==> src/rtl/pipeline_pkg.sv <==
// Shared definitions for the MEM-stage data-memory access controller:
// FSM state encoding and default bus/timeout parameters.
package pipeline_pkg;

  // Access controller FSM encoding
  typedef enum logic [1:0] {
    ST_IDLE = 2'd0,
    ST_WAIT = 2'd1,
    ST_DONE = 2'd2
  } mem_state_t;

  localparam int DATA_W_DEF      = 32;
  localparam int ADDR_W_DEF      = 32;
  localparam int TIMEOUT_CYC_DEF = 64;

endpackage

==> src/rtl/dmem_timeout_cnt.sv <==
// Saturating WAIT-cycle counter for the data-memory controller.
// Counts from 0 up to MAX-1 and then holds; tc flags the terminal value.
module dmem_timeout_cnt
  import pipeline_pkg::*;
#(
  parameter int MAX = TIMEOUT_CYC_DEF
) (
  input  logic clk,
  input  logic arst_n,
  input  logic clr,
  input  logic en,
  output logic tc
);

  localparam int CNT_W = (MAX > 1) ? $clog2(MAX) : 1;
  localparam logic [CNT_W-1:0] LAST = CNT_W'(MAX - 1);

  logic [CNT_W-1:0] count;

  // Clear has priority; otherwise count up while enabled, never wrapping
  always_ff @(posedge clk or negedge arst_n) begin
    if (!arst_n) begin
      count <= '0;
    end else if (clr) begin
      count <= '0;
    end else if (en && (count != LAST)) begin
      count <= count + CNT_W'(1);
    end
  end

  assign tc = (count == LAST);

endmodule

==> src/rtl/dmem_stall_ctrl.sv <==
// MEM-stage data-memory access controller. Issues one req/ack transaction
// per load/store sitting in the MEM stage and freezes the pipeline (pc_w,
// pipeline_en low) until the access completes or times out.
//
// Bus handshake: bus_req rises on the edge after an access is detected and
// stays high, with bus_addr/bus_wdata/bus_we stable, until the memory returns
// a one-cycle bus_ack (bus_rdata valid in that same cycle) or the WAIT
// timeout expires. bus_ack seen while bus_req is low is ignored.
module dmem_stall_ctrl
  import pipeline_pkg::*;
#(
  parameter int DATA_W      = DATA_W_DEF,
  parameter int ADDR_W      = ADDR_W_DEF,
  parameter int TIMEOUT_CYC = TIMEOUT_CYC_DEF
) (
  input  logic              clk,
  input  logic              arst_n,
  input  logic              mem_read_mem,
  input  logic              mem_write_mem,
  input  logic [ADDR_W-1:0] addr_mem,
  input  logic [DATA_W-1:0] wdata_mem,
  output logic [DATA_W-1:0] rdata_mem,
  output logic              bus_req,
  output logic              bus_we,
  output logic [ADDR_W-1:0] bus_addr,
  output logic [DATA_W-1:0] bus_wdata,
  input  logic              bus_ack,
  input  logic [DATA_W-1:0] bus_rdata,
  output logic              pc_w,
  output logic              pipeline_en,
  output logic              busy,
  output logic              err,
  output logic [1:0]        fsm_state
);

  mem_state_t state;
  mem_state_t state_nxt;

  logic access;
  logic cnt_clr;
  logic cnt_en;
  logic cnt_tc;

  // A store wins when both strobes are high
  assign access = mem_read_mem | mem_write_mem;

  // Counter restarts on the detect cycle and runs only while waiting
  assign cnt_clr = (state == ST_IDLE) && access;
  assign cnt_en  = (state == ST_WAIT);

  dmem_timeout_cnt #(
    .MAX (TIMEOUT_CYC)
  ) u_timeout_cnt (
    .clk    (clk),
    .arst_n (arst_n),
    .clr    (cnt_clr),
    .en     (cnt_en),
    .tc     (cnt_tc)
  );

  // State register
  always_ff @(posedge clk or negedge arst_n) begin
    if (!arst_n) begin
      state <= ST_IDLE;
    end else begin
      state <= state_nxt;
    end
  end

  // Next-state: DONE always returns to IDLE so an access is issued only once
  always_comb begin
    state_nxt = state;
    case (state)
      ST_IDLE: if (access)             state_nxt = ST_WAIT;
      ST_WAIT: if (bus_ack || cnt_tc)  state_nxt = ST_DONE;
      ST_DONE:                         state_nxt = ST_IDLE;
      default:                         state_nxt = ST_IDLE;
    endcase
  end

  // Pipeline control decode; the freeze starts combinationally on detect
  always_comb begin
    pc_w        = 1'b1;
    pipeline_en = 1'b1;
    busy        = 1'b0;
    case (state)
      ST_IDLE: begin
        pc_w        = ~access;
        pipeline_en = ~access;
      end
      ST_WAIT: begin
        pc_w        = 1'b0;
        pipeline_en = 1'b0;
        busy        = 1'b1;
      end
      default: begin
        pc_w        = 1'b1;
        pipeline_en = 1'b1;
        busy        = 1'b0;
      end
    endcase
  end

  // Bus request, address/data latch, read capture and timeout pulse
  always_ff @(posedge clk or negedge arst_n) begin
    if (!arst_n) begin
      bus_req   <= 1'b0;
      bus_we    <= 1'b0;
      bus_addr  <= '0;
      bus_wdata <= '0;
      rdata_mem <= '0;
      err       <= 1'b0;
    end else begin
      err <= 1'b0;
      case (state)
        ST_IDLE: begin
          if (access) begin
            bus_addr  <= addr_mem;
            bus_wdata <= wdata_mem;
            bus_we    <= mem_write_mem;
            bus_req   <= 1'b1;
          end
        end
        ST_WAIT: begin
          // An ack in the terminal cycle still completes the access cleanly
          if (bus_ack) begin
            if (!bus_we) begin
              rdata_mem <= bus_rdata;
            end
            bus_req <= 1'b0;
          end else if (cnt_tc) begin
            rdata_mem <= '0;
            err       <= 1'b1;
            bus_req   <= 1'b0;
          end
        end
        default: begin
          bus_req <= 1'b0;
        end
      endcase
    end
  end

  assign fsm_state = state;

endmodule

==> config.mk <==
export PLATFORM = sky130hd
export DESIGN_NAME = dmem_stall_ctrl
export DESIGN_NICKNAME = d
export VERILOG_FILES = /design/src/rtl/pipeline_pkg.sv /design/src/rtl/dmem_timeout_cnt.sv /design/src/rtl/dmem_stall_ctrl.sv
export SDC_FILE = /design/constraint.sdc
export NUM_CORES = 1
export LEC_CHECK = 0
export ABC_CLOCK_PERIOD_IN_PS = 2900
export BUFFER_PORTS_ARGS = -buffer_cell sky130_fd_sc_hd__buf_2
export CAP_MARGIN = 20
export CORE_MARGIN = 3
export CORE_UTILIZATION = 45
export DETAILED_ROUTE_END_ITERATION = 10
export PLACE_DENSITY = 0.81
export SLEW_MARGIN = 10
export SYNTH_ARGS = -nofsm -noshare
export SYNTH_HDL_FRONTEND = slang
export SYNTH_HIERARCHICAL = 1
export SYNTH_SLANG_ARGS = --single-unit
==> constraint.sdc <==
create_clock -name clk -period 2.9 [get_ports clk]
set_input_delay 0.435 -clock clk [delete_from_list [all_inputs] [get_ports clk]]
set_output_delay 0.435 -clock clk [all_outputs]
set_load 0.005 [all_outputs]
# Word level (Yosys, flattened, before mapping)
# Index checks and enable logic that the tools add are counted.
# Widths: inputs -> output; s select.
dict set report classes {
  reduce_logical 10
  bitwise 2
  addsub 1
  eq_ne 7
  mux 17
}
# operator n
set ops {}
lappend ops {{$mux 32} 3}
lappend ops {{$mux 6} 2}
lappend ops {{$mux 1} 7}
lappend ops {{$add 6x1->6 const B} 1}
lappend ops {{$eq 6x6->1 const B} 1}
lappend ops {{$ne 2x2->1 const B} 3}
lappend ops {{$ne 6x6->1 const B} 1}
lappend ops {{$reduce_and 2->1} 3}
lappend ops {{$mux 2} 2}
lappend ops {{$pmux 1 s2} 2}
lappend ops {{$pmux 2 s2} 1}
lappend ops {{$reduce_bool 2->1} 2}
lappend ops {{$ne 3x3->1 const B} 1}
lappend ops {{$reduce_and 3->1} 1}
lappend ops {{$eq 2x1->1 const B} 1}
lappend ops {{$logic_and 1x1->1} 2}
lappend ops {{$logic_not 2->1} 1}
lappend ops {{$logic_or 1x1->1} 1}
lappend ops {{$not 1->1} 1}
lappend ops {{$or 1x1->1} 1}
dict set report totals {
  word_cells 45
  ff_bits 107
  inputBits 101
  output_inout_bits 104
}

# Longest topological paths before layout
# Gate-level depths: netlist of the first run.
dict set report depth {
  depth_word 4
  ltp_mapped 8
  depth_no_buf 6
}

# Modules after synthesis
# The synthesis of the first run kept the hierarchy.
# module seq_area_each_um2 area_each_um2 instances cells_per_inst
set modules_own_cells {}
lappend modules_own_cells {dmem_stall_ctrl 2527.4 4106.4 1 293}
lappend modules_own_cells {dmem_timeout_cnt 150.1 380.4 1 39}

# Least setup slack after synthesis of the first run
# No wires, ideal clock.
dict set report synth_path {
  kind {register to register}
  from {reg u_timeout_cnt.count[0]}
  to {reg rdata_mem[0]}
  slack_ns 1.290
  setup_time_ns 0.123
  arrival_ns 1.487
  n_path_buf 2
  stages_incl_launch_ff 9
  t_required_ns 2.777
  synth_period_minus_slack_ns 1.610
  cell_sequence {dfrtp_1 -> ha_1 -> nand2_4 -> nor2b_4 -> nor2_4 -> a211o_1 -> buf_6 -> buf_12 -> mux2i_1}
}
dict set report synth_between {
  elab_chain_len 3
}
# element line_no
set synth_lines {}
lappend synth_lines {{start, declared} dmem_timeout_cnt.sv:18} ;# logic [CNT_W-1:0] count;
lappend synth_lines {{start signal, assigned} dmem_timeout_cnt.sv:27} ;# count <= count + CNT_W'(1);
lappend synth_lines {{$eq 6x6->1} dmem_timeout_cnt.sv:31} ;# assign tc = (count == LAST);
lappend synth_lines {{net cnt_tc} dmem_stall_ctrl.sv:42} ;# logic cnt_tc;
lappend synth_lines {{$reduce_bool 2->1 (no source line)} -}
lappend synth_lines {{$reduce_and 3->1 (no source line)} -}
lappend synth_lines {{end signal, assigned} dmem_stall_ctrl.sv:128} ;# rdata_mem <= bus_rdata;
lappend synth_lines {{end, declared} dmem_stall_ctrl.sv:22} ;# output logic [DATA_W-1:0] rdata_mem,
# The timed path passes the listed nets, and every way through them passes these cells.
# A chain may end at the register's enable or synchronous reset.

# Final worst setup path of the first run
dict set report layout_path {
  from {reg u_timeout_cnt.count[0]}
  to {reg rdata_mem[4]}
}
# Same word-level chain as after synthesis.

==> flow_results.xml, run 1 <==
<?xml version="1.0" encoding="UTF-8"?>
<metrics>
  <group name="final_layout">
    <metric name="fin_nets" unit="">634</metric>
    <metric name="fillers" unit="">817</metric>
    <metric name="layout_commonest_cell" unit="">sky130_fd_sc_hd__buf_2</metric>
    <metric name="num_antenna_cells" unit="">0</metric>
    <metric name="final_layout_size_suffix_gt1_share" unit="%">47.1</metric>
    <metric name="fin_util" unit="%">60.3</metric>
    <metric name="most-common-layout-cells" unit="">sky130_fd_sc_hd__buf_2 (203), sky130_fd_sc_hd__dfrtp_1 (107), sky130_fd_sc_hd__mux2_1 (40)</metric>
    <metric name="synth_to_layout_area_growth" unit="%">27.2</metric>
    <metric name="final_cells" unit="">666</metric>
  </group>
  <group name="synth">
    <metric name="ys.warnings.count" unit="">6</metric>
    <metric name="synth-seq-area-share" unit="%">59.7</metric>
    <metric name="asyncSetResetFlopFracSynth" unit="%">100</metric>
    <metric name="post_synthesis_mean_instance_area" unit="sq um">13.5</metric>
    <metric name="post_synth_instance_area" unit="sq um">4490</metric>
    <metric name="synth_unique_cells" unit="">37</metric>
    <metric name="synth.ff_latch_count" unit="">107</metric>
    <metric name="syn-num-nets" unit="">434</metric>
    <metric name="number_of_enable_flip_flop_cells_after_synthesis" unit="">0</metric>
    <metric name="postSynth.topFlopCell" unit="">sky130_fd_sc_hd__dfrtp_1</metric>
    <metric name="synthesis.instances" unit="">332</metric>
  </group>
  <group name="timing">
    <metric name="fin_setup_tns" unit="ns">0</metric>
    <metric name="period_minus_slack" unit="ns">2.12</metric>
    <metric name="rsz0062_at_grt" unit="">no</metric>
    <metric name="worst_pin_slew" unit="ns">0.934</metric>
    <metric name="maxSlewHeadroom" unit="%">37.8</metric>
    <metric name="timing.final.hold_violations" unit="">0</metric>
    <metric name="drv_slew" unit="">0</metric>
    <metric name="fmax" unit="MHz">471</metric>
    <metric name="setup-violations-final" unit="">0</metric>
    <metric name="worst_clock_skew" unit="ns">0.0148</metric>
    <metric name="fin_crit_sh" unit="%">73.3</metric>
  </group>
  <group name="worst_setup_path">
    <metric name="timing.rr.start" unit="">u_timeout_cnt/count[0]$_DFFE_PN0P_</metric>
    <metric name="required" unit="ns">3.18</metric>
    <metric name="timing_worst_setup_path_type" unit="">reg2reg</metric>
    <metric name="r2r-end" unit="">rdata_mem[4]$_DFFE_PN0P_</metric>
    <metric name="cpPeakStageDelay" unit="ns">0.74</metric>
    <metric name="worst_r2r_path_depth" unit="">6</metric>
    <metric name="worst-endpoint-arrival" unit="ns">2.40</metric>
    <metric name="rrSetupSlack" unit="ns">0.78</metric>
    <metric name="slowest_stage" unit="">sky130_fd_sc_hd__a211o_2</metric>
    <metric name="cp_cell_sequence" unit="">ha_1 -&gt; nand2_4 -&gt; nor2b_4 -&gt; nor2_4 -&gt; a211o_2 -&gt; mux2i_1</metric>
    <metric name="worstPathMaxFanout" unit="">32</metric>
    <metric name="critical_path.startpoint_type" unit="">flip-flop</metric>
    <metric name="worst_setup_path_end_kind" unit="">flip-flop</metric>
  </group>
  <group name="clocking">
    <metric name="clock-sinks" unit="">107</metric>
    <metric name="cts.path.max_buffers" unit="">2</metric>
    <metric name="htreeDepth" unit="">3</metric>
    <metric name="gates_resized_cts_repair" unit="">0</metric>
    <metric name="cts_root_buf" unit="">sky130_fd_sc_hd__clkbuf_8</metric>
    <metric name="insertion_delay" unit="ns">0.37</metric>
    <metric name="number_of_hold_buffers_added_after_cts" unit="">0</metric>
    <metric name="postCtsSetupBuffers" unit="">0</metric>
    <metric name="clk_pin_slew_worst_paths" unit="ns">0.11</metric>
    <metric name="cts_buffers" unit="">9</metric>
    <metric name="clock_tree_from_tritoncts" unit="">yes</metric>
  </group>
  <group name="placement">
    <metric name="placed_wire_length_estimate_after_detailed_placement" unit="mm">8.06</metric>
    <metric name="post-place-cells" unit="">650</metric>
    <metric name="port-buffer-count" unit="">204</metric>
    <metric name="routabilityCongestion" unit="">0.763</metric>
  </group>
  <group name="global_routing">
    <metric name="grt_start_max_net_pins" unit="">58</metric>
    <metric name="first_pass_grt_wire_length" unit="mm">16.6</metric>
    <metric name="grt_antenna_before_repair" unit="">0</metric>
    <metric name="first_global_vias" unit="">3373</metric>
    <metric name="grt_use_total" unit="%">18.9</metric>
    <metric name="globalRouteOverflowTotal" unit="">0</metric>
  </group>
  <group name="power_and_ir_drop">
    <metric name="p_per_area" unit="nW/um^2">971</metric>
    <metric name="power.static_leakage" unit="nW">3.07</metric>
    <metric name="ir_drop_worst_case_vdd" unit="V">0.000381</metric>
  </group>
  <group name="hold_path">
    <metric name="timing.hold.worst.class" unit="">in2async</metric>
  </group>
  <group name="detailed_routing">
    <metric name="drt_iter0_markers" unit="">88</metric>
    <metric name="post-route-drc-count" unit="">0</metric>
    <metric name="totalWireLength" unit="mm">10.5</metric>
    <metric name="vias" unit="">3193</metric>
    <metric name="final_antenna_net_count" unit="">0</metric>
    <metric name="drt-vias-per-instance" unit="">4.79</metric>
    <metric name="drt-wirelength-per-cell" unit="um">15.7</metric>
    <metric name="first_pass_iters" unit="">6</metric>
  </group>
  <group name="floorplanning">
    <metric name="num_rows" unit="">35</metric>
    <metric name="die-height" unit="um">106</metric>
    <metric name="io-pin-count" unit="">205</metric>
    <metric name="placeableCoreArea" unit="sq um">9460</metric>
    <metric name="die_ar" unit="sq um">11200</metric>
    <metric name="initial_core_util" unit="%">47.4</metric>
    <metric name="dieWidth" unit="um">106</metric>
  </group>
  <group name="flow_run">
    <metric name="max-cap-violations" unit="">0</metric>
  </group>
  <group name="status">
    <metric name="run_status" unit="">finished, final reports clean</metric>
  </group>
</metrics>
[flip-flops by register name (all words and copies together), names as in the netlist]
signal               cells
bus_req                  1
fsm_state                2
err                      1
u_timeout_cnt/count      6
bus_addr                32
bus_wdata               32
rdata_mem               32
bus_we                   1
[power by group]
part | internal [mW] | total, mW | switching, mW
registers | 2.17 | 2.53 | 0.357
logic | 1.14 | 2.13 | 0.990
clock network | 0.335 | 0.878 | 0.544
total | 3.65 | 5.54 | 1.89
[synthesized netlist by cell type, drive strengths merged (4+ instances only)]
| cell type | count | share of area, % |
|---|---|---|
| nor3 | 4 | 0.45 |
| mux2 | 64 | 16 |
| inv | 36 | 3.0 |
| buf | 14 | 3.6 |
| nor3b | 4 | 0.67 |
| nand2 | 37 | 3.3 |
| clkbuf | 4 | 1.2 |
| mux2i | 32 | 7.1 |
| nor2 | 5 | 0.59 |
| dfrtp | 107 | 60 |
[cells by family after synthesis]
kind of cell / share of synthesized area [%]
multiplexers: 23.2
buffers and inverters: 7.81
flip-flops: 59.7
AND/OR/NAND/NOR: 6.47
adder cells (fa/ha/maj): 0.279
AO/OA/AOI/OAI: 2.57
[metal layers]
layer	vias up	GRT usage [%]	wire length [um]
met5	-	0	0
met4	0	6.20	152
met3	13	4.16	746
met2	144	34.7	5430
met1	1532	21.8	4140
li1	1504	-	-
[per-stage QoR]
stage	total power, mW	setup slack, ns	instance area, sq um	hold WS, ns
6_report	5.54	0.776	5710	0.0791
5_1_grt	5.95	0.643	5710	0.117
4_1_cts	5.62	0.761	5710	0.101
3_5_place_dp	4.73	0.780	5510	0.470
3_3_place_gp	4.60	0.903	5510	0.461
2_1_floorplan	3.76	1.29	4490	0.139
[critical path, delay by kind of cell, from the launching register on]
| family | cells | cell delay, ns |
|---|---|---|
| flops | 1 | 0.44 |
| fa+ha+maj | 1 | 0.28 |
| mux | 1 | 0.28 |
| simple gates | 3 | 0.29 |
| compound gates | 1 | 0.74 |
[cell type report]
cell class                      count  area (sq um)  area share (%)
Tap cell                          129           161            2.83
Timing Repair Buffer              207          1070            18.8
Multi-Input combinational cell    171          1470            25.7
Clock inverter                      7          68.8            1.21
Inverter                           36           135            2.37
Clock buffer                        9           124            2.17
Sequential cell                   107          2680            46.9
[worst max-delay path by stage]
stage / start / endpoint / slack (ns) / depth (start not counted)
after floorplan: u_timeout_cnt/count[0]$_DFFE_PN0P_ / rdata_mem[0]$_DFFE_PN0P_ / 1.29 / 8
after global placement: u_timeout_cnt/count[0]$_DFFE_PN0P_ / rdata_mem[25]$_DFFE_PN0P_ / 0.90 / 6
after detailed placement: u_timeout_cnt/count[0]$_DFFE_PN0P_ / rdata_mem[25]$_DFFE_PN0P_ / 0.78 / 6
after CTS: u_timeout_cnt/count[0]$_DFFE_PN0P_ / rdata_mem[4]$_DFFE_PN0P_ / 0.76 / 6
after global routing: u_timeout_cnt/count[0]$_DFFE_PN0P_ / rdata_mem[25]$_DFFE_PN0P_ / 0.64 / 6
final: u_timeout_cnt/count[0]$_DFFE_PN0P_ / rdata_mem[4]$_DFFE_PN0P_ / 0.78 / 6
(Power assumes the default switching activity.)
==> run 2: changes to the inputs <==
ABC_CLOCK_PERIOD_IN_PS = 1800   (was 2900)
CORE_UTILIZATION = 42   (was 45)
PLACE_DENSITY = 0.8   (was 0.81)
clock period = 1.8 ns   (was 2.9 ns; I/O delays follow)
==> run 2 against run 1 <==
Compared with the run above: fmax grew 22%; routed wire length shrank 4.3%; via count is essentially flat; non-clock buffer count grew 11; critical path type unchanged; highest routed layer unchanged.
==> flow_results.xml, run 2 (synthesis results as in run 1) <==
<?xml version="1.0" encoding="UTF-8"?>
<metrics>
  <group name="status">
    <metric name="run_status" unit="">finished, final reports clean</metric>
  </group>
  <group name="final_layout">
    <metric name="most-common-layout-cells" unit="">sky130_fd_sc_hd__buf_2 (203), sky130_fd_sc_hd__dfrtp_1 (107), sky130_fd_sc_hd__mux2_1 (40)</metric>
    <metric name="final_layout_size_suffix_gt1_share" unit="%">48.5</metric>
    <metric name="num_antenna_cells" unit="">0</metric>
    <metric name="synth_to_layout_area_growth" unit="%">30.1</metric>
    <metric name="fin_nets" unit="">645</metric>
    <metric name="postLayoutCellArea" unit="sq um">5840</metric>
    <metric name="layout_top_registers" unit="">bus_addr (32), bus_wdata (32), rdata_mem (32)</metric>
    <metric name="layout_commonest_cell" unit="">sky130_fd_sc_hd__buf_2</metric>
  </group>
  <group name="worst_setup_path">
    <metric name="path_depth" unit="">7</metric>
    <metric name="worst_r2r_path_depth" unit="">7</metric>
    <metric name="timing.rr.start" unit="">u_timeout_cnt/count[0]$_DFFE_PN0P_</metric>
    <metric name="cpPeakStageDelay" unit="ns">0.42</metric>
    <metric name="path_buf_inv" unit="">1</metric>
    <metric name="timing_worst_setup_path_type" unit="">reg2reg</metric>
    <metric name="rrSetupSlack" unit="ns">0.06</metric>
    <metric name="cp_cell_sequence" unit="">ha_2 -&gt; nand2_4 -&gt; nor2b_4 -&gt; nor2_4 -&gt; a211o_2 -&gt; buf_12 -&gt; mux2i_2</metric>
    <metric name="slowest_stage" unit="">sky130_fd_sc_hd__dfrtp_1</metric>
    <metric name="worst_setup_path_end_kind" unit="">flip-flop</metric>
    <metric name="worstPathMaxFanout" unit="">32</metric>
    <metric name="critical_path.startpoint_type" unit="">flip-flop</metric>
    <metric name="required" unit="ns">2.05</metric>
    <metric name="worst-endpoint-arrival" unit="ns">1.99</metric>
    <metric name="crit_family" unit="">flip-flops</metric>
    <metric name="r2r-end" unit="">rdata_mem[31]$_DFFE_PN0P_</metric>
  </group>
  <group name="global_routing">
    <metric name="grt_antenna_before_repair" unit="">0</metric>
    <metric name="globalRouteOverflowTotal" unit="">0</metric>
    <metric name="first_global_vias" unit="">3103</metric>
    <metric name="grt_start_max_net_pins" unit="">61</metric>
    <metric name="first_pass_grt_wire_length" unit="mm">15.2</metric>
    <metric name="grt_use_total" unit="%">16.3</metric>
  </group>
  <group name="power_and_ir_drop">
    <metric name="ir_drop_worst_case_vdd" unit="V">0.000895</metric>
    <metric name="p_per_area" unit="nW/um^2">1570</metric>
    <metric name="power.static_leakage" unit="nW">3.13</metric>
  </group>
  <group name="detailed_routing">
    <metric name="drt-vias-per-instance" unit="">4.67</metric>
    <metric name="vias" unit="">3195</metric>
    <metric name="drt_iter0_markers" unit="">195</metric>
    <metric name="drt-wirelength-per-cell" unit="um">14.6</metric>
    <metric name="post-route-drc-count" unit="">0</metric>
    <metric name="final_antenna_net_count" unit="">0</metric>
    <metric name="first_pass_iters" unit="">4</metric>
    <metric name="totalWireLength" unit="mm">10.0</metric>
  </group>
  <group name="hold_path">
    <metric name="min_delay_path_depth" unit="">2</metric>
    <metric name="whs_endpoint" unit="">bus_addr[22]$_DFFE_PN0P_</metric>
    <metric name="hold_crit_start" unit="">addr_mem[22]</metric>
    <metric name="timing.hold.worst.class" unit="">in2reg</metric>
  </group>
  <group name="clocking">
    <metric name="htreeDepth" unit="">3</metric>
    <metric name="clock-sinks" unit="">107</metric>
    <metric name="clk_pin_slew_worst_paths" unit="ns">0.11</metric>
    <metric name="cts_root_buf" unit="">sky130_fd_sc_hd__clkbuf_8</metric>
    <metric name="cts_buffers" unit="">9</metric>
    <metric name="clock_tree_from_tritoncts" unit="">yes</metric>
    <metric name="insertion_delay" unit="ns">0.37</metric>
    <metric name="cts.path.max_buffers" unit="">2</metric>
  </group>
  <group name="timing">
    <metric name="worst_pin_slew" unit="ns">0.358</metric>
    <metric name="fin_setup_tns" unit="ns">0</metric>
    <metric name="setup-violations-final" unit="">0</metric>
    <metric name="worst_clock_skew" unit="ns">0.0111</metric>
    <metric name="fin_crit_sh" unit="%">96.8</metric>
    <metric name="timing.final.hold_violations" unit="">0</metric>
    <metric name="period_minus_slack" unit="ns">1.74</metric>
    <metric name="maxSlewHeadroom" unit="%">76.1</metric>
    <metric name="drv_slew" unit="">0</metric>
    <metric name="fmax" unit="MHz">574</metric>
  </group>
  <group name="placement">
    <metric name="routabilityCongestion" unit="">0.808</metric>
    <metric name="placed_wire_length_estimate_after_detailed_placement" unit="mm">7.45</metric>
    <metric name="port-buffer-count" unit="">204</metric>
    <metric name="place_area" unit="sq um">5570</metric>
  </group>
  <group name="flow_run">
    <metric name="max-cap-violations" unit="">0</metric>
  </group>
  <group name="floorplanning">
    <metric name="io-pin-count" unit="">205</metric>
    <metric name="die-height" unit="um">109</metric>
    <metric name="num_rows" unit="">37</metric>
    <metric name="placeableCoreArea" unit="sq um">10400</metric>
    <metric name="die_ar" unit="sq um">12000</metric>
    <metric name="dieWidth" unit="um">109</metric>
    <metric name="initial_core_util" unit="%">43.3</metric>
  </group>
</metrics>
-- run 2: cell count changes in the layout (fill, tap and decap cells not counted), sizes merged --
cell	before	now
clkbuf	9	10
clkinv	3	2
buf	207	217
inv	39	38
bufinv	0	1
dlygate4sd3	0	1
-- run 2: how the worst max path moves through the flow --
| stage | startpoint | end |
|---|---|---|
| finish | u_timeout_cnt/count[0]$_DFFE_PN0P_ | rdata_mem[31]$_DFFE_PN0P_ |
| global placement | u_timeout_cnt/count[0]$_DFFE_PN0P_ | rdata_mem[28]$_DFFE_PN0P_ |
| CTS | u_timeout_cnt/count[0]$_DFFE_PN0P_ | rdata_mem[31]$_DFFE_PN0P_ |
| floorplan | u_timeout_cnt/count[0]$_DFFE_PN0P_ | rdata_mem[0]$_DFFE_PN0P_ |
| detailed placement | u_timeout_cnt/count[0]$_DFFE_PN0P_ | rdata_mem[31]$_DFFE_PN0P_ |
| global route | u_timeout_cnt/count[0]$_DFFE_PN0P_ | rdata_mem[6]$_DFFE_PN0P_ |
-- run 2: final cells by class --
class | instances | area, sq um
Tap cell | 136 | 170
Clock inverter | 6 | 71.3
Fill cell | 867 | 4530
Multi-Input combinational cell | 171 | 1480
Clock buffer | 10 | 138
Inverter | 36 | 135
Sequential cell | 107 | 2680
Timing Repair Buffer | 218 | 1170
-- run 2: where the power goes --
| part | internal, mW | total [mW] | switching, mW |
|---|---|---|---|
| Combinational | 1.95 | 3.54 | 1.59 |
| Clock | 0.697 | 1.53 | 0.837 |
| Sequential | 3.50 | 4.07 | 0.573 |
| Total | 6.15 | 9.14 | 3.00 |
-- run 2: stage by stage --
step	instances	utilization (%)	hold WS (ns)	total power, mW	setup WS (ns)
floorplan	332	-	-0.0256	6.06	0.190
global placement	662	53.7	0.202	7.43	0.138
detailed placement	662	53.7	0.208	7.63	0.0448
CTS	679	55.8	0.0834	9.19	0.0348
global route	684	56.3	0.0835	9.86	-0.0216
finish	684	56.3	0.106	9.14	0.0576
-- run 2: timing repair --
item | 4_1_cts | 5_1_grt
endpoints found under the setup margin | 0 | 33
hold buffers | 1 | 0
gates resized for setup | 0 | 3
hold endpoints to repair | 24 | 0
setup buffers | 0 | 5
-- run 2: metal layers --
layer	track usage (%)	vias to the layer above	part of all wire, %
li1	-	1530	-
met1	21.4	1526	42
met2	25.5	129	48
met3	5.58	10	9.3
met4	5.34	0	1.1
met5	0	-	0
==> run 3: changes to the inputs <==
--- a/config.mk
+++ b/config.mk
@@ -6,11 +6,12 @@
 export NUM_CORES = 1
 export LEC_CHECK = 0
+export ABC_AREA = 1
 export ABC_CLOCK_PERIOD_IN_PS = 1800
 export BUFFER_PORTS_ARGS = -buffer_cell sky130_fd_sc_hd__buf_2
 export CAP_MARGIN = 20
 export CORE_MARGIN = 3
-export CORE_UTILIZATION = 42
+export CORE_UTILIZATION = 43
 export DETAILED_ROUTE_END_ITERATION = 10
-export PLACE_DENSITY = 0.8
+export PLACE_DENSITY = 0.81
 export SLEW_MARGIN = 10
 export SYNTH_ARGS = -nofsm -noshare
==> constraint.sdc (replaced) <==
create_clock -name clk -period 1.8 [get_ports clk]
set_input_delay 0.36 -clock clk [delete_from_list [all_inputs] [get_ports clk]]
set_output_delay 0.36 -clock clk [all_outputs]
set_load 0.005 [all_outputs]
==> run 3 against run 2 <==
Compared with the run above: combinational power increased by 16%; cell count increased by 35%; final area increased by 6.0%; total power increased by 6.8%; critical path depth increased by 5; synthesized cell count increased by 69%; routed wire length increased by 16%; critical endpoint is now rdata_mem[5]$_DFFE_PN0P_; highest routed layer unchanged.
==> flow_results.xml, run 3 <==
<?xml version="1.0" encoding="UTF-8"?>
<metrics>
  <group name="detailed_routing">
    <metric name="drt-wirelength-per-cell" unit="um">12.6</metric>
    <metric name="drt_iter0_markers" unit="">351</metric>
    <metric name="final_antenna_net_count" unit="">0</metric>
    <metric name="totalWireLength" unit="mm">11.6</metric>
    <metric name="post-route-drc-count" unit="">0</metric>
    <metric name="drt-vias-per-instance" unit="">4.60</metric>
    <metric name="first_pass_iters" unit="">4</metric>
    <metric name="vias" unit="">4233</metric>
  </group>
  <group name="synth">
    <metric name="synth_unique_cells" unit="">20</metric>
    <metric name="synth-seq-area-share" unit="%">58.6</metric>
    <metric name="synth.area.top_cells" unit="">sky130_fd_sc_hd__dfrtp_1 (59%), sky130_fd_sc_hd__nand2_1 (26%), sky130_fd_sc_hd__nand3_1 (4.6%)</metric>
    <metric name="ys.warnings.count" unit="">6</metric>
    <metric name="synthesis.instances" unit="">562</metric>
    <metric name="number_of_enable_flip_flop_cells_after_synthesis" unit="">0</metric>
    <metric name="synth_top_area_cell" unit="">sky130_fd_sc_hd__dfrtp_1</metric>
    <metric name="synth.ff_latch_count" unit="">107</metric>
    <metric name="post_synthesis_mean_instance_area" unit="sq um">8.14</metric>
    <metric name="syn-num-nets" unit="">664</metric>
    <metric name="synth.mux.area_fraction" unit="%">0</metric>
    <metric name="postSynth.topFlopCell" unit="">sky130_fd_sc_hd__dfrtp_1</metric>
    <metric name="synth.top_cells.by_count" unit="">sky130_fd_sc_hd__nand2_1 (312), sky130_fd_sc_hd__dfrtp_1 (107), sky130_fd_sc_hd__inv_1 (43)</metric>
    <metric name="synthAdderAreaFrac" unit="%">0.274</metric>
    <metric name="synth_top_family_by_area" unit="">simple AND/OR/NAND/NOR gates</metric>
    <metric name="asyncSetResetFlopFracSynth" unit="%">100</metric>
    <metric name="synth-compound-area-share" unit="%">0.356</metric>
    <metric name="synth_top_cell_area_share" unit="%">58.6</metric>
    <metric name="post_synth_xor_area_fraction" unit="%">0</metric>
    <metric name="yosysMostFrequentCell" unit="">sky130_fd_sc_hd__nand2_1</metric>
    <metric name="post_synth_instance_area" unit="sq um">4570</metric>
    <metric name="synth_simple_gate_area_share" unit="%">33.4</metric>
  </group>
  <group name="placement">
    <metric name="post-place-cells" unit="">895</metric>
    <metric name="placed_wire_length_estimate_after_detailed_placement" unit="mm">8.35</metric>
    <metric name="preCtsSetupSlack" unit="ns">-0.00613</metric>
    <metric name="routabilityCongestion" unit="">0.787</metric>
    <metric name="port-buffer-count" unit="">204</metric>
  </group>
  <group name="timing">
    <metric name="fmax" unit="MHz">589</metric>
    <metric name="fin_setup_tns" unit="ns">0</metric>
    <metric name="worst_clock_skew" unit="ns">0.00893</metric>
    <metric name="period_minus_slack" unit="ns">1.70</metric>
    <metric name="setup-violations-final" unit="">0</metric>
    <metric name="timing.final.ws_setup" unit="ns">0.102</metric>
    <metric name="worst_pin_slew" unit="ns">0.521</metric>
    <metric name="fin_crit_sh" unit="%">94.3</metric>
    <metric name="drv_slew" unit="">0</metric>
    <metric name="maxSlewHeadroom" unit="%">65.3</metric>
    <metric name="timing.final.hold_violations" unit="">0</metric>
  </group>
  <group name="status">
    <metric name="run_status" unit="">finished, final reports clean</metric>
  </group>
  <group name="worst_setup_path">
    <metric name="timing.rr.start" unit="">u_timeout_cnt/count[1]$_DFFE_PN0P_</metric>
    <metric name="rrSetupSlack" unit="ns">0.10</metric>
    <metric name="worst-endpoint-arrival" unit="ns">1.96</metric>
    <metric name="crit_family" unit="">simple AND/OR/NAND/NOR gates</metric>
    <metric name="timing_worst_setup_path_type" unit="">reg2reg</metric>
    <metric name="worst_r2r_path_depth" unit="">12</metric>
    <metric name="critical_path.startpoint_type" unit="">flip-flop</metric>
    <metric name="slowest_stage" unit="">sky130_fd_sc_hd__dfrtp_1</metric>
    <metric name="path_buf_inv" unit="">4</metric>
    <metric name="r2r-end" unit="">rdata_mem[5]$_DFFE_PN0P_</metric>
    <metric name="cpPeakStageDelay" unit="ns">0.40</metric>
    <metric name="cp_cell_sequence" unit="">ha_2 -&gt; nand2_2 -&gt; nor2_4 -&gt; nand2_4 -&gt; inv_1 -&gt; buf_4 -&gt; inv_1 -&gt; nand2_2 -&gt; nand3_4 -&gt; clkbuf_16 -&gt; nand2_1 -&gt; nand2_1</metric>
    <metric name="required" unit="ns">2.06</metric>
    <metric name="worstPathMaxFanout" unit="">8</metric>
    <metric name="worst_setup_path_end_kind" unit="">flip-flop</metric>
  </group>
  <group name="floorplanning">
    <metric name="die-height" unit="um">109</metric>
    <metric name="die_ar" unit="sq um">11900</metric>
    <metric name="initial_core_util" unit="%">44.3</metric>
    <metric name="io-pin-count" unit="">205</metric>
    <metric name="num_rows" unit="">37</metric>
    <metric name="placeableCoreArea" unit="sq um">10300</metric>
    <metric name="dieWidth" unit="um">109</metric>
  </group>
  <group name="final_layout">
    <metric name="num_antenna_cells" unit="">0</metric>
    <metric name="fillers" unit="">906</metric>
    <metric name="ff_latch_area" unit="sq um">2680</metric>
    <metric name="multi_input_comb_area" unit="sq um">1590</metric>
    <metric name="most-common-layout-cells" unit="">sky130_fd_sc_hd__nand2_1 (311), sky130_fd_sc_hd__buf_2 (203), sky130_fd_sc_hd__dfrtp_1 (107)</metric>
    <metric name="final_cells" unit="">921</metric>
    <metric name="synth_to_layout_area_growth" unit="%">35.3</metric>
    <metric name="layout_top_registers" unit="">bus_addr (32), bus_wdata (32), rdata_mem (32)</metric>
    <metric name="final_layout_size_suffix_gt1_share" unit="%">34.1</metric>
    <metric name="fin_nets" unit="">882</metric>
    <metric name="layout_commonest_cell" unit="">sky130_fd_sc_hd__nand2_1</metric>
  </group>
  <group name="power_and_ir_drop">
    <metric name="sequentialPowerShare" unit="%">42.5</metric>
    <metric name="switching_share" unit="%">38.5</metric>
    <metric name="clock_power_share" unit="%">15.5</metric>
    <metric name="p_int" unit="mW">6.01</metric>
    <metric name="power.total" unit="mW">9.77</metric>
    <metric name="p_per_area" unit="nW/um^2">1580</metric>
    <metric name="power.static_leakage" unit="nW">3.89</metric>
    <metric name="ir_drop_worst_case_vdd" unit="V">0.00106</metric>
    <metric name="comb_pwr_share" unit="%">42.1</metric>
    <metric name="switching_power" unit="mW">3.76</metric>
  </group>
  <group name="clocking">
    <metric name="cts_buffers" unit="">9</metric>
    <metric name="cts_root_buf" unit="">sky130_fd_sc_hd__clkbuf_8</metric>
    <metric name="insertion_delay" unit="ns">0.36</metric>
    <metric name="clock_tree_from_tritoncts" unit="">yes</metric>
    <metric name="cts.path.max_buffers" unit="">2</metric>
    <metric name="htreeDepth" unit="">3</metric>
    <metric name="clock-sinks" unit="">107</metric>
    <metric name="clk_pin_slew_worst_paths" unit="ns">0.11</metric>
  </group>
  <group name="global_routing">
    <metric name="grt_start_max_net_pins" unit="">49</metric>
    <metric name="globalRouteOverflowTotal" unit="">0</metric>
    <metric name="grt_use_total" unit="%">18.3</metric>
    <metric name="first_global_vias" unit="">3746</metric>
    <metric name="grt_antenna_before_repair" unit="">0</metric>
    <metric name="first_pass_grt_wire_length" unit="mm">17.3</metric>
  </group>
  <group name="hold_path">
    <metric name="whs_endpoint" unit="">bus_wdata[17]$_DFFE_PN0P_</metric>
    <metric name="timing.hold.worst.class" unit="">in2reg</metric>
    <metric name="hold_crit_start" unit="">wdata_mem[17]</metric>
    <metric name="min_delay_path_depth" unit="">3</metric>
  </group>
  <group name="flow_run">
    <metric name="max-cap-violations" unit="">0</metric>
  </group>
</metrics>
==> run 3: worst max-delay path by stage <==
| stage | from | end | slack, ns | cells past startpoint |
|---|---|---|---|---|
| 2_1_floorplan | u_timeout_cnt/count[0]$_DFFE_PN0P_ | rdata_mem[10]$_DFFE_PN0P_ | 0.28 | 10 |
| 3_3_place_gp | u_timeout_cnt/count[1]$_DFFE_PN0P_ | rdata_mem[17]$_DFFE_PN0P_ | -0.36 | 9 |
| 3_5_place_dp | u_timeout_cnt/count[1]$_DFFE_PN0P_ | rdata_mem[23]$_DFFE_PN0P_ | -0.006 | 10 |
| 4_1_cts | fsm_state[1]$_DFFE_PN0P_ | busy | 0.05 | 2 |
| 5_1_grt | u_timeout_cnt/count[1]$_DFFE_PN0P_ | rdata_mem[24]$_DFFE_PN0P_ | -0.01 | 12 |
| 6_report | u_timeout_cnt/count[1]$_DFFE_PN0P_ | rdata_mem[5]$_DFFE_PN0P_ | 0.10 | 12 |
==> run 3: per-stage QoR <==
step                      instance area (sq um)  util [%]  hold WS [ns]
after global placement                     5830      56.4         0.322
after detailed placement                   5840      56.6         0.320
after global routing                       6190      59.9         0.150
final                                      6190      59.9         0.177
after floorplan                            4570         -        0.0644
after CTS                                  6060      58.7         0.155
==> run 3: per-layer routing <==
layer  up-vias  GRT usage [%]  wire [um]
met1      1960           23.8       5020
li1       2119              -          -
met3        18           4.26        693
met5         -              0          0
met4         0           6.67        225
met2       136           29.8       5710
==> run 3: power groups by stage <==
stage                     clock network, mW  registers, mW  logic (mW)
after global placement                    0           4.15        3.87
after detailed placement                  0           4.16        3.99
final                                  1.51           4.15        4.11
after global routing                   1.66           4.28        4.65
after floorplan                           0           4.26        1.99
after CTS                              1.56           4.14        3.99
==> run 3: layout make-up <==
| class | count | area share (%) |
|---|---|---|
| Inverter | 48 | 2.91 |
| Sequential cell | 107 | 43.3 |
| Clock buffer | 9 | 2.00 |
| Tap cell | 136 | 2.75 |
| Multi-Input combinational cell | 379 | 25.6 |
| Clock inverter | 7 | 1.33 |
| Timing Repair Buffer | 235 | 22.1 |
==> run 3: timing repair <==
item,CTS,global route
setup buffers,0,6
pin swaps,0,4
hold buffers,1,0
cloned,0,3
hold endpoints to repair,25,0
resized for setup,1,4
setup endpoints to repair,23,25
==> run 3: logic make-up (layout without fill, tap and decap cells) <==
| family | Yosys count | count (layout) |
|---|---|---|
| and+or+nand+nor | 376 | 376 |
| adders and majority gates | 1 | 1 |
| DFF | 107 | 107 |
| buffers and inverters | 76 | 299 |
| AOI/OAI and AO/OA | 2 | 2 |
==> run 3: tightest hold or removal path: cells and delay by family <==
kind                   cells  cell delay [ns]
AND/OR/NAND/NOR            2             0.08
buffers and inverters      1             0.07
